**src/rtl/bus_port_pkg.sv**
```systemverilog
// Shared constants and helpers for the bus port endpoint: destination
// extraction and saturating event counters.
package bus_port_pkg;
   localparam int ADDR_W = 8;
   localparam logic [ADDR_W-1:0] BROADCAST_DEF = 8'hFF;
   localparam int PKT_MAX = 64;

   // Packets are zero-extended to PKT_MAX bits; msb is the packet's top bit index.
   function automatic logic [ADDR_W-1:0] dest_of(input logic [PKT_MAX-1:0] pkt,
                                                 input logic [5:0] msb);
      return pkt[msb -: ADDR_W];
   endfunction

   function automatic logic [7:0] sat_inc8(input logic [7:0] v);
      return (v == 8'hFF) ? v : v + 8'd1;
   endfunction
endpackage

```
**src/rtl/sync_fifo_fwft.sv**
```systemverilog
// Single-clock first-word-fall-through FIFO. Full/empty come from a registered
// occupancy count. A write to a full FIFO succeeds when a read happens in the same cycle.
module sync_fifo_fwft #(
   parameter int width = 16,
   parameter int depth = 8
) (
   input  logic                     clk,
   input  logic                     reset,
   input  logic                     wr_en,
   input  logic [width-1:0]         wr_data,
   input  logic                     rd_en,
   output logic [width-1:0]         rd_data,
   output logic                     full,
   output logic                     empty,
   output logic [$clog2(depth):0]   count
);
   localparam int AW = $clog2(depth);
   localparam int CW = AW + 1;

   logic [width-1:0] mem [depth];
   logic [AW-1:0]    wr_ptr, rd_ptr;
   logic             do_wr, do_rd;

   assign do_rd = rd_en && !empty;
   assign do_wr = wr_en && (!full || do_rd);

   always_ff @(posedge clk or posedge reset) begin
      if (reset) begin
         wr_ptr <= '0;
         rd_ptr <= '0;
         count  <= '0;
      end else begin
         if (do_wr) wr_ptr <= wr_ptr + AW'(1);
         if (do_rd) rd_ptr <= rd_ptr + AW'(1);
         count <= count + CW'(do_wr) - CW'(do_rd);
      end
   end

   // Storage is not reset; the pointers alone define valid contents.
   always_ff @(posedge clk) begin
      if (do_wr) mem[wr_ptr] <= wr_data;
   end

   assign empty   = (count == '0);
   assign full    = (count == CW'(depth));
   assign rd_data = empty ? '0 : mem[rd_ptr];
endmodule

```
**src/rtl/bus_port_fifo.sv**
```systemverilog
// Device endpoint in front of one arbiter port: TX FIFO toward the bus,
// destination-filtered RX FIFO toward the host, plus saturating drop counters.
module bus_port_fifo
   import bus_port_pkg::*;
#(
   parameter int                pkg_size  = 16,
   parameter int                depth     = 8,
   parameter logic [ADDR_W-1:0] id        = 8'd0,
   parameter logic [ADDR_W-1:0] broadcast = BROADCAST_DEF
) (
   input  logic                   clk,
   input  logic                   reset,
   input  logic                   wr_en,
   input  logic [pkg_size-1:0]    wr_data,
   output logic                   tx_full,
   output logic [$clog2(depth):0] tx_count,
   output logic                   pndng,
   output logic [pkg_size-1:0]    D_pop,
   input  logic                   pop,
   input  logic                   push,
   input  logic [pkg_size-1:0]    D_push,
   output logic                   rx_valid,
   output logic [pkg_size-1:0]    rd_data,
   input  logic                   rd_en,
   output logic                   rx_full,
   output logic [$clog2(depth):0] rx_count,
   output logic [7:0]             tx_ovf_cnt,
   output logic [7:0]             rx_ovf_cnt,
   output logic [7:0]             misroute_cnt
);
   logic              tx_empty, rx_empty;
   logic [ADDR_W-1:0] dest;
   logic              match, rx_wr;

   assign dest  = dest_of(PKT_MAX'(D_push), 6'(pkg_size - 1));
   assign match = (dest == id) || (dest == broadcast);
   assign rx_wr = push && match;

   sync_fifo_fwft #(.width(pkg_size), .depth(depth)) u_tx (
      .clk(clk), .reset(reset),
      .wr_en(wr_en), .wr_data(wr_data),
      .rd_en(pop), .rd_data(D_pop),
      .full(tx_full), .empty(tx_empty), .count(tx_count)
   );

   sync_fifo_fwft #(.width(pkg_size), .depth(depth)) u_rx (
      .clk(clk), .reset(reset),
      .wr_en(rx_wr), .wr_data(D_push),
      .rd_en(rd_en), .rd_data(rd_data),
      .full(rx_full), .empty(rx_empty), .count(rx_count)
   );

   assign pndng    = !tx_empty;
   assign rx_valid = !rx_empty;

   // A full FIFO with a same-cycle dequeue accepts the write, so no drop is counted.
   always_ff @(posedge clk or posedge reset) begin
      if (reset) begin
         tx_ovf_cnt   <= '0;
         rx_ovf_cnt   <= '0;
         misroute_cnt <= '0;
      end else begin
         if (wr_en && tx_full && !pop)          tx_ovf_cnt   <= sat_inc8(tx_ovf_cnt);
         if (push && match && rx_full && !rd_en) rx_ovf_cnt   <= sat_inc8(rx_ovf_cnt);
         if (push && !match)                    misroute_cnt <= sat_inc8(misroute_cnt);
      end
   end
endmodule

```
**config.mk**
```make
export PLATFORM = sky130hd
export DESIGN_NAME = bus_port_fifo
export DESIGN_NICKNAME = d
export VERILOG_FILES = /design/src/rtl/bus_port_pkg.sv /design/src/rtl/sync_fifo_fwft.sv /design/src/rtl/bus_port_fifo.sv
export SDC_FILE = /design/constraint.sdc
export NUM_CORES = 1
export LEC_CHECK = 0
export BUFFER_PORTS_ARGS = -buffer_cell sky130_fd_sc_hd__clkbuf_2
export CORE_UTILIZATION = 37
export DETAILED_ROUTE_END_ITERATION = 7
export GPL_ROUTABILITY_DRIVEN = 0
export GPL_TIMING_DRIVEN = 0
export PLACE_DENSITY = 0.54
export REMOVE_ABC_BUFFERS = 1
export SLEW_MARGIN = 10
export SYNTH_ARGS = -nofsm -noshare
export SYNTH_HDL_FRONTEND = slang
export SYNTH_HIERARCHICAL = 1
export SYNTH_SLANG_ARGS = --single-unit
```
**constraint.sdc**
```tcl
create_clock -name clk -period 3.4 [get_ports clk]
set_input_delay 0.51 -clock clk [delete_from_list [all_inputs] [get_ports clk]]
set_output_delay 0.51 -clock clk [all_outputs]
set_load 0.005 [all_outputs]
```
==> impl_metrics.env <==
export IMPL_post_cts_resized=0
export IMPL_relSlewSlack=0.387
export IMPL_clkSinkCount=300
export IMPL_p_leak_uw=0.00522
export IMPL_async_flop_share=0.147
export IMPL_grt_antenna_before_repair=0
export IMPL_drtPass1Iterations=4
export IMPL_finalPower_uw=11600
export IMPL_synth_top_cell_area_share=0.636
export IMPL_syn_inst=611
export IMPL_cp_required_ps=2890
export IMPL_yosysUniqueCellTypes=40
export IMPL_cp_end_kind="output pin"
export IMPL_io_pins=106
export IMPL_die_w_um=183
export IMPL_drv_slew=0
export IMPL_area_delta_synth_final_pct=20.2
export IMPL_row_count=65
export IMPL_yosys_warnings=6
export IMPL_intPower_uw=8220
export IMPL_combPwrFrac=0.289
export IMPL_wl_per_cell_um=20.2
export IMPL_grt_max_degree=33
export IMPL_path_max_fanout=18
export IMPL_yosys_area_top_type="edfxtp_1"
export IMPL_drv_cap=0
export IMPL_cts_buffers=34
export IMPL_crit_type="flop to output pin"
export IMPL_die_y_um=183
export IMPL_insertion_delay_ps=510
export IMPL_wl_um=24600
export IMPL_vias=6092
export IMPL_finish_utilization=0.456
export IMPL_fin_skew_ps=13.4
export IMPL_vdd_ir_drop_worst_uv=315
export IMPL_fill_cells=2773
export IMPL_drt_iter0_markers=342
export IMPL_fmax_mhz=334
export IMPL_avgSynthCellArea_sq_um=19.8
export IMPL_grtUsageTotal=0.153
export IMPL_portBuffers=105
export IMPL_setup_violations=0
export IMPL_ant_nets=0
export IMPL_hpwl_um=16700
export IMPL_first_global_vias=6771
export IMPL_holdBufCountCts=0
export IMPL_power_density_nw_per_um2=797
export IMPL_netlist_area_sq_um=12100
export IMPL_synth_most_common_cell="edfxtp_1"
export IMPL_routed_via_density=4.99
export IMPL_fin_crit_ps=3000
export IMPL_grt_pass1_wl_um=38300
export IMPL_start_util=0.379
export IMPL_ys_top_cells_by_area="edfxtp_1, mux4_2, dfrtp_1, ha_1, a22o_1"
export IMPL_final_nets=821
export IMPL_cts_path_max_buffers=3
export IMPL_synth_edff_count=256
export IMPL_tightest_slew_ps=918
export IMPL_clk_pin_slew_ps=60
export IMPL_period_share=0.881
export IMPL_clkPwrFrac=0.294
export IMPL_rsz0062_at_grt="false"
export IMPL_drive_above_1_share=0.387
export IMPL_diodes=0
export IMPL_dieArea_sq_um=33400
export IMPL_cts_root_buf="clkbuf_16"
export IMPL_synth_common_cells="edfxtp_1, mux4_2, dfrtp_1, a22o_1, inv_1"
export IMPL_pwr_share_seq=0.417
export IMPL_ys_ff_latch=300
export IMPL_switchingPower_uw=3370
export IMPL_cts_max_level=2
export IMPL_post_cts_buffers=0
export IMPL_cts_tree="yes"
export IMPL_cp_arrival_ps=2490
export IMPL_status="finished clean"
export IMPL_overflow=0
export IMPL_route_detailed_drc=0
export IMPL_hold_path_class="input port to async pin"
export IMPL_yosys_most_used_dff="edfxtp_1"
export IMPL_core_area_sq_um=31900
export IMPL_startpoint_type="flop"
export IMPL_finalHoldViolCount=0
export IMPL_seq_area_frac_synth=0.727
export IMPL_switching_share=0.291
layer usage:
metal / routed length, um / vias up / global-route usage
met3: 1390 / 33 / 0.0300
met4: 410 / 0 / 0.0440
met5: 0 / - / 0
met2: 12100 / 138 / 0.253
met1: 10700 / 3152 / 0.205
li1: - / 2769 / -
final timing paths:
check                                startpoint              end  slack [ps]  cells after the start
worst max register to register    u_rx/count[2]    u_rx/count[2]        1000                      9
worst min register to register  misroute_cnt[4]  misroute_cnt[4]         490                      1
min in group clk                    wr_data[12]  u_tx/mem[2][12]         270                      1
worst max-delay path             u_rx/rd_ptr[0]      rd_data[11]         400                      4
worst min-delay path                      reset   u_rx/wr_ptr[1]           8                      2
max in group asynchronous                 reset    rx_ovf_cnt[2]        2610                      2
metrics by stage:
step | instances | TNS, ps | hold slack [ps] | cell area [sq um] | setup WS [ps]
after floorplan | 589 | -2920 | 350 | 11900 | -183
after global placement | 1129 | -226870 | 481 | 13000 | -2550
after detailed placement | 1163 | 0 | 484 | 13500 | 15.3
after CTS | 1221 | 0 | 1.79 | 14500 | 327
after global routing | 1221 | 0 | 29.0 | 14500 | 211
final | 1221 | 0 | 7.69 | 14500 | 404
flip-flops by register name, summed over array words and instances, names as in the netlist:
signal	count
u_rx/mem	128
u_tx/mem	128
misroute_cnt	8
rx_ovf_cnt	8
tx_ovf_cnt	8
u_rx/count	4
u_tx/count	4
u_rx/rd_ptr	3
u_rx/wr_ptr	3
u_tx/rd_ptr	3
u_tx/wr_ptr	3
cell usage in the layout (no fill, tap or decap), types with 3 or more instances in the layout:
master / n
a21o_1: 3
a21oi_1: 3
a22o_1: 22
a22o_2: 10
and3_1: 3
buf_12: 3
buf_16: 3
buf_4: 12
buf_6: 10
buf_8: 6
clkbuf_1: 10
clkbuf_16: 34
clkbuf_2: 105
clkinv_2: 3
clkinvlp_4: 4
dfrtp_1: 40
dfrtp_2: 4
edfxtp_1: 256
ha_1: 17
inv_1: 21
mux2_1: 3
mux2_2: 7
mux4_2: 64
nand2_1: 17
nand2b_1: 7
nand3_1: 11
nand4_1: 8
nor2_1: 9
nor2_2: 8
nor2b_1: 3
nor3_1: 7
nor3_2: 8
nor4_2: 4
o211ai_1: 4
or2_2: 3
or3b_4: 4
xnor2_1: 16
xor2_1: 13
logic make-up after synthesis:
family | Yosys count | share of synthesized area
multiplexers | 76 | 0.130
AND/OR/NAND/NOR | 97 | 0.0440
XOR/XNOR | 29 | 0.0210
AO/OA/AOI/OAI | 47 | 0.0360
adder cells (fa/ha/maj) | 19 | 0.0209
buffers and inverters | 43 | 0.0210
flip-flops | 300 | 0.727
area by class of cell:
cell class,instances,area (sq um),share of cell area
Sequential cell,300,8790,0.605
Clock inverter,14,151,0.0104
Clock buffer,44,888,0.0611
Timing Repair Buffer,139,961,0.0661
Inverter,21,78.8,0.00542
Tap cell,435,544,0.0374
Multi-Input combinational cell,268,3120,0.215
critical path, cell delays in order, from the launching register on:
cell,delay (ps)
dfrtp_2,760
buf_12,280
mux4_2,510
a22o_1,290
clkbuf_2,130
power groups by stage:
stage,Sequential [uW],Combinational (uW),Clock (uW)
finish,4830,3350,3410
global placement,5140,2900,0
CTS,4840,3440,3520
global route,4900,3640,3660
detailed placement,4910,3430,0
floorplan,4960,1890,0
(Power assumes the default switching activity.)
